--- src/rtl/alu_pkg.sv ---
// Shared ALU definitions: operation codes, FSM state encoding and decode helpers.
// The instruction decoder and the execute stage both import this package.
package alu_pkg;

  localparam logic [3:0] ALU_ADD  = 4'd0;
  localparam logic [3:0] ALU_SUB  = 4'd1;
  localparam logic [3:0] ALU_XOR  = 4'd2;
  localparam logic [3:0] ALU_OR   = 4'd3;
  localparam logic [3:0] ALU_AND  = 4'd4;
  localparam logic [3:0] ALU_SLL  = 4'd5;
  localparam logic [3:0] ALU_SRL  = 4'd6;
  localparam logic [3:0] ALU_SRA  = 4'd7;
  localparam logic [3:0] ALU_SLT  = 4'd8;
  localparam logic [3:0] ALU_SLTU = 4'd9;

  localparam int SHAMT_W = 5;
  localparam int TAG_W   = 5;

  typedef enum logic [1:0] {
    ST_IDLE  = 2'd0,
    ST_SHIFT = 2'd1,
    ST_DONE  = 2'd2
  } alu_state_t;

  // True for the three ops that go through the serial shifter
  function automatic logic is_shift_op(input logic [3:0] op);
    return (op == ALU_SLL) || (op == ALU_SRL) || (op == ALU_SRA);
  endfunction

endpackage

--- src/rtl/alu_comb.sv ---
// Single-cycle ALU datapath: add/sub, bitwise logic and set-less-than.
// Shift codes and unused codes give zero here; shifts are handled serially
// by the execute stage.
module alu_comb
  import alu_pkg::*;
#(
  parameter int XLEN = 32
) (
  input  logic [3:0]      alu_ctrl,
  input  logic [XLEN-1:0] src_a,
  input  logic [XLEN-1:0] src_b,
  output logic [XLEN-1:0] result
);

  // Select the operation; add/sub wrap naturally at XLEN bits
  always_comb begin
    result = '0;
    case (alu_ctrl)
      ALU_ADD:  result = src_a + src_b;
      ALU_SUB:  result = src_a - src_b;
      ALU_XOR:  result = src_a ^ src_b;
      ALU_OR:   result = src_a | src_b;
      ALU_AND:  result = src_a & src_b;
      ALU_SLT:  result = {{(XLEN-1){1'b0}}, ($signed(src_a) < $signed(src_b))};
      ALU_SLTU: result = {{(XLEN-1){1'b0}}, (src_a < src_b)};
      default:  result = '0;
    endcase
  end

endmodule

--- src/rtl/alu_exec.sv ---
// ALU execute stage with valid/ready handshakes on both sides.
// Single-cycle ops finish one cycle after accept; shifts walk one bit per
// cycle through a serial shifter held in the result register.
module alu_exec
  import alu_pkg::*;
#(
  parameter int XLEN = 32
) (
  input  logic              clk,
  input  logic              rst,
  input  logic              in_valid,
  output logic              in_ready,
  input  logic [3:0]        alu_ctrl,
  input  logic [XLEN-1:0]   src_a,
  input  logic [XLEN-1:0]   src_b,
  input  logic [TAG_W-1:0]  rd_addr,
  output logic              out_valid,
  input  logic              out_ready,
  output logic [XLEN-1:0]   result,
  output logic [TAG_W-1:0]  out_rd_addr,
  output logic              busy
);

  alu_state_t          state;
  logic [3:0]          op_q;
  logic [SHAMT_W-1:0]  sh_cnt;
  logic                sign_q;
  logic [XLEN-1:0]     result_q;
  logic [TAG_W-1:0]    rd_q;
  logic                out_valid_q;
  logic                busy_q;

  logic [XLEN-1:0]     comb_result;
  logic [XLEN-1:0]     shift_next;
  logic [SHAMT_W-1:0]  shamt;
  logic                accept;

  alu_comb #(.XLEN(XLEN)) u_comb (
    .alu_ctrl (alu_ctrl),
    .src_a    (src_a),
    .src_b    (src_b),
    .result   (comb_result)
  );

  assign shamt       = src_b[SHAMT_W-1:0];
  assign in_ready    = (state == ST_IDLE) || ((state == ST_DONE) && out_ready);
  assign accept      = in_valid && in_ready;
  assign out_valid   = out_valid_q;
  assign busy        = busy_q;
  assign result      = result_q;
  assign out_rd_addr = rd_q;

  // One-bit step of the serial shifter; SRA refills with the captured sign
  always_comb begin
    shift_next = result_q;
    case (op_q)
      ALU_SLL: shift_next = {result_q[XLEN-2:0], 1'b0};
      ALU_SRL: shift_next = {1'b0, result_q[XLEN-1:1]};
      ALU_SRA: shift_next = {sign_q, result_q[XLEN-1:1]};
      default: shift_next = result_q;
    endcase
  end

  // Control FSM with registered out_valid/busy; a DONE-state accept starts the next op with no bubble
  always_ff @(posedge clk) begin
    if (rst) begin
      state       <= ST_IDLE;
      op_q        <= ALU_ADD;
      sh_cnt      <= '0;
      sign_q      <= 1'b0;
      result_q    <= '0;
      rd_q        <= '0;
      out_valid_q <= 1'b0;
      busy_q      <= 1'b0;
    end else begin
      case (state)
        ST_IDLE, ST_DONE: begin
          if (accept) begin
            op_q   <= alu_ctrl;
            rd_q   <= rd_addr;
            sign_q <= src_a[XLEN-1];
            if (is_shift_op(alu_ctrl) && (shamt != '0)) begin
              state       <= ST_SHIFT;
              result_q    <= src_a;
              sh_cnt      <= shamt;
              busy_q      <= 1'b1;
              out_valid_q <= 1'b0;
            end else begin
              state       <= ST_DONE;
              result_q    <= is_shift_op(alu_ctrl) ? src_a : comb_result;
              busy_q      <= 1'b0;
              out_valid_q <= 1'b1;
            end
          end else if ((state == ST_DONE) && out_ready) begin
            state       <= ST_IDLE;
            out_valid_q <= 1'b0;
          end
        end
        ST_SHIFT: begin
          result_q <= shift_next;
          sh_cnt   <= sh_cnt - 1'b1;
          if (sh_cnt == 1) begin
            state       <= ST_DONE;
            busy_q      <= 1'b0;
            out_valid_q <= 1'b1;
          end
        end
        default: begin
          state       <= ST_IDLE;
          out_valid_q <= 1'b0;
          busy_q      <= 1'b0;
        end
      endcase
    end
  end

endmodule

--- config.mk ---
export PLATFORM = sky130hd
export DESIGN_NAME = alu_exec
export DESIGN_NICKNAME = d
export VERILOG_FILES = /design/src/rtl/alu_pkg.sv /design/src/rtl/alu_comb.sv /design/src/rtl/alu_exec.sv
export SDC_FILE = /design/constraint.sdc
export NUM_CORES = 1
export LEC_CHECK = 0
export CAP_MARGIN = 20
export CORE_ASPECT_RATIO = 2
export CORE_UTILIZATION = 25
export DETAILED_ROUTE_END_ITERATION = 8
export PLACE_DENSITY = 0.42
export SLEW_MARGIN = 20
export SYNTH_ARGS = -nofsm -noshare
export SYNTH_HDL_FRONTEND = slang
export SYNTH_SLANG_ARGS = --single-unit
--- constraint.sdc ---
create_clock -name clk -period 3.9 [get_ports clk]
set_clock_uncertainty 0.05 [all_clocks]
set_input_delay 0.78 -clock clk [delete_from_list [all_inputs] [get_ports clk]]
set_output_delay 0.78 -clock clk [all_outputs]
set_load 0.05 [all_outputs]
After elaboration in Yosys (flattened, before gate mapping)
Index checks and enable logic that the tools add are counted.
{ "totals": {"regBits": 51, "in_bits": 77, "n_memories": 0, "ramBits": 0, "word_cells": 75, "latchBits": 0, "rom_bits": 0} }
{ "op_classes": {"multipliers": 0, "n_shift": 0, "n_lt_le_gt_ge": 2, "reduce_logical": 16, "n_eq_ne": 20, "add_sub_neg": 3, "n_bitwise": 3, "div": 0, "mux": 23} }
{ "ops": {"columns": ["cell", "n"], "rows": [
  ["32-bit case mux with 7 select lines", 1],
  ["32-bit two-way mux", 3],
  ["32-bit case mux with 3 select lines", 1],
  ["32-bit < comparator", 2],
  ["32-bit case mux with 2 select lines", 1],
  ["32-bit adder", 1],
  ["32-bit bitwise AND", 1],
  ["32-bit OR", 1],
  ["32-bit subtractor", 1],
  ["32-bit XOR", 1],
  ["4-bit by 3-bit == test with 1-bit output, second input constant", 7],
  ["5-bit two-way mux", 2],
  ["5-bit case mux with 2 select lines", 1],
  ["4-bit by 2-bit == test with 1-bit output, second input constant", 2],
  ["4-bit == test, second input constant", 2],
  ["2-bit two-way mux", 4],
  ["1-bit two-way mux", 7],
  ["2-bit inequality test, second input constant", 3],
  ["2-bit AND reduction", 3],
  ["3-bit AND reduction", 2],
  ["5-bit by 1-bit == test with 1-bit output, second input constant", 1],
  ["5-bit nonzero test", 1],
  ["5-bit by 1-bit subtractor with 5-bit output, second input constant", 1],
  ["4-bit by 1-bit == test with 1-bit output, second input constant", 1],
  ["12 further kinds", 17]
]} }

Longest topological paths before layout
{ "depth": {"word_depth": 7, "depth_mapped": 12} }

Modules after synthesis
Synthesis repeated with hierarchy kept, for this count alone.
{ "hier_totals": {"cells_unflattened": 1147, "area_unflattened_um2": 7973.9} }
{ "modules_own_cells": {"columns": ["mod", "cells_each", "n_inst", "area_per_inst_um2"], "rows": [
  ["alu_comb", 779, 1, 5087.4],
  ["alu_exec", 368, 1, 2886.5]
]} }

Worst setup path after synthesis
Ideal clock, no wire load.
{ "synth_path": {"kind": "input -> register", "start": "input src_a[0]", "end": "register result_q[30], in the netlist result[30]", "arrival_ps": 3188, "setup_ps": 103, "path_buffers": 0, "slack_ps": 558, "stages": 11, "path_cell_list": "ha_1 > fa_1 > a211oi_1 > o21ai_1 > and3_1 > a31o_2 > a2bb2oi_1 > a221oi_2 > mux2i_1 > a21oi_1 > a2111oi_2"} }
{ "synth_between": {"elab_chain_cells": 6, "elab_cells_between_ends": 7} }
{ "synth_rtl": {"columns": ["item", "line", "source"], "rows": [
  ["start: declaration", "alu_exec.sv:14", "input logic [XLEN-1:0] src_a,"],
  ["32-bit subtractor or 32-bit adder (tied branches)", "alu_comb.sv:20, alu_comb.sv:19", null],
  ["32-bit case mux with 7 select lines (*)", "alu_comb.sv:18", "case (alu_ctrl)"],
  ["32-bit two-way mux (*)", "alu_exec.sv:90", "result_q <= is_shift_op(alu_ctrl) ? src_a : comb_result;"],
  ["32-bit two-way mux (*)", "alu_exec.sv:82", "if (is_shift_op(alu_ctrl) && (shamt != '0)) begin"],
  ["32-bit two-way mux (*)", "alu_exec.sv:78", "if (accept) begin"],
  ["32-bit case mux with 2 select lines (*)", "alu_exec.sv:76", "case (state)"],
  ["end signal: assignment", "alu_exec.sv:84", "result_q <= src_a;"],
  ["end signal: assignment", "alu_exec.sv:90", null],
  ["end signal: assignment", "alu_exec.sv:100", "result_q <= shift_next;"],
  ["end: declaration", "alu_exec.sv:28", "logic [XLEN-1:0] result_q;"]
]} }
Mark *: on every way between the ends. The rest lies on a longest branch, timed or not. The select of a mux whose other input is x is not followed.
A chain may end at the register's enable or synchronous reset.

Final worst setup path
{ "layout_path": {"start": "input src_a[1]", "end": "register result_q[21], in the netlist result[21]"} }
The elaborated chain is that of the path after synthesis.

==> metrics <==
register area share after synthesis=0.1245; total gr overflow=0; CTS tree=done; multi-input logic area=6544 µm²; Synth cell types=84; Reg clk slew, reported paths=80 ps; CTS H-tree depth=2; Worst Tran Pin Value=1055 ps; Sw Share=0.4460; Final Util=0.3743; FILL cells=3468; Area growth, synth to finish=46.89%; most common cell after layout, fill and taps aside=buf_4; #FFs+latches synth=50; vias in the first global route=10431; Skew-Pair Late Insertion Delay=310 ps; ant diodes=0; largest net degree at the start of global routing=24; Mapped Nets=1361; RSZ-0062 raised after global routing=true; Port Buffer Count=116; All-Layer GR Usage=0.2483; CTS max path bufs=2; Placeable Area=31540 µm²; internal power=1.471 mW; Wirelength per Cell=21.27 µm; max-cap violations=0; Die Y=255.6 µm; Final Setup Violations=0; Clock power frac=0.176; initial antenna violation count=0; prevailing post-synth register cell=dfxtp_1; vias per std cell=5.307; DP Cell Count=1906; Post-Synthesis Cell Area=8038 µm²; drt initial violations=620; CP max FO=4; layout cell share with drive strength beyond 1=0.2280; Die Area=32920 µm²; chip width=128.8 µm; cell area power density=224.9 nW/µm²; Synth async-reset ratio=0; Fin. Hold Viols=0; switching power=1.184 mW; Arr. time, crit path=3970 ps; status=complete, no violations; critical path buffer and inverter count=4; CP max-delay cell=clkdlybuf4s50_1; Site Rows=92; DR pass1 iterations=8; global-route wire length before repair=61150 µm; Max-slew headroom=0.2936; post-DP HPWL=33670 µm; final worst-path cycle share=0.9782; hold_buf cts=0; synthesized area per cell=6.887 µm²; crit end category=flop; Non-Filler Instances=1914; commonest non-fill, non-tap cells in the layout=buf_4 (272), nand2_1 (146), a21oi_1 (117); Worst setup SP type=input port; Hold WC Path Type=flop to flop; EDFF count, synth=0; Via Count=10157; Sequential cell area=1001 µm²; Syn Inst Count=1167; CP peak stage delay=520 ps; cell mode on critical path=buf_4; peak supply drop=0.1625 mV; Routed Antenna Nets=0; Num CTS Buffers=5; Sink Count=50; Gate power share=0.597; maximum clock rate=262.1 MHz; Ys Warns=0; Leakage=5.144 nW; Initial Util=0.2548; Sequential Power Share=0.227; CP top delay family=simple AND/OR/NAND/NOR gates; WHS=408.4 ps; count of pins over their slew limit=0; Crit Path Class=input port to flop; min Tclk post-route=3815 ps; clk root buf=clkbuf_16; Final Net Count=1685; Ports=117; Remaining DRCs=0; critical-path cell list=clkdlybuf4s50_1 -> inv_1 -> ha_1 -> a211oi_1 -> buf_4 -> or4_4 -> nand3_4 -> buf_4 -> o21ai_2 -> o41ai_2 -> a21oi_1 -> or4_1 -> a32o_1; WL final=40710 µm; routability cong.=0.9811; critical path required time=4060 ps
## tightest hold or removal path: stages, from the launching register on
cell and delay (ps):
dfxtp_1 320, nand2_1 50, a21oi_1 50
## per-stage QoR
step	setup TNS [ps]	total power, mW	worst slack, ps	area, µm²
final	0	2.655	85.14	11810
after global routing	-34.24	2.807	-32.26	11810
after CTS	0	2.634	13.28	11690
after detailed placement	-5352	2.156	-565.4	11520
after global placement	-5314	2.159	-550.8	11520
after floorplan	0	1.386	558.4	8038
## flip-flops by register name, summed over array words and instances, names as in the netlist
name         cells
busy             1
sign_q           1
out_rd_addr      5
op_q             4
state            2
result          32
sh_cnt           5
## routing by layer
metal / track usage / routed length (µm) / vias to the layer above
met5: 0 / 0 / -
met4: 0.1477 / 2535 / 0
met3: 0.01986 / 1665 / 107
met2: 0.4784 / 21980 / 355
met1: 0.2521 / 14530 / 4804
li1: - / - / 4891
## cell families (layout without fill, tap and decap cells)
logic type,Yosys count,in the layout,synth area share
DFF,50,50,0.1245
muxes,18,18,0.02288
buffers and inverters,167,491,0.08250
adders and majority gates,117,117,0.1840
AOI/OAI and AO/OA,424,424,0.3518
and+or+nand+nor,380,380,0.2223
xor gates and xnor gates,11,11,0.01199
## power groups by stage
stage          logic, mW  registers (mW)  clock network, mW
5_1_grt             1.70           0.609              0.496
3_3_place_gp        1.54           0.616                  0
6_report            1.59           0.603              0.467
2_1_floorplan      0.682           0.705                  0
3_5_place_dp        1.54           0.615                  0
4_1_cts             1.55           0.603              0.479
## what timing repair did
item	4_1_cts	5_1_grt
pin swaps	3	13
resized for setup	9	23
setup endpoints to repair	7	15
setup buffers	0	1
## area by class of cell
type	instances	share of cell area
timing repair buffer	390	0.2747
clock inverter	1	0.0006359
sequential	50	0.08478
clock buffer	6	0.01092
tap	423	0.04483
multi-input combinational	950	0.5543
inverter	94	0.02989
## final timing paths
| check | to | startpoint | slack (ps) | cells after the start |
|---|---|---|---|---|
| setup / recovery | result[21]$_SDFFE_PP0P_ | src_a[1] | 90 | 13 |
| hold / removal | out_rd_addr[4]$_SDFFE_PP0P_ | out_rd_addr[4]$_SDFFE_PP0P_ | 410 | 2 |
| setup reg to reg | result[15]$_SDFFE_PP0P_ | state[1]$_SDFFE_PP0P_ | 1470 | 7 |
| hold reg to reg | out_rd_addr[4]$_SDFFE_PP0P_ | out_rd_addr[4]$_SDFFE_PP0P_ | 410 | 2 |
## synthesized netlist by cell type, drive strengths merged (21+ instances only)
master  count  area, µm²
nand2     146      548.0
dfxtp      50       1001
nor2       90      337.8
ha        115       1439
nand3      33      182.7
a21oi     120      600.6
nor3       29      155.2
buf        25      130.1
o211ai     21      157.7
o21ai      72      364.1
inv        93      349.1
clkbuf     48      180.2
a31oi      25      156.4
(Power assumes the default switching activity.)
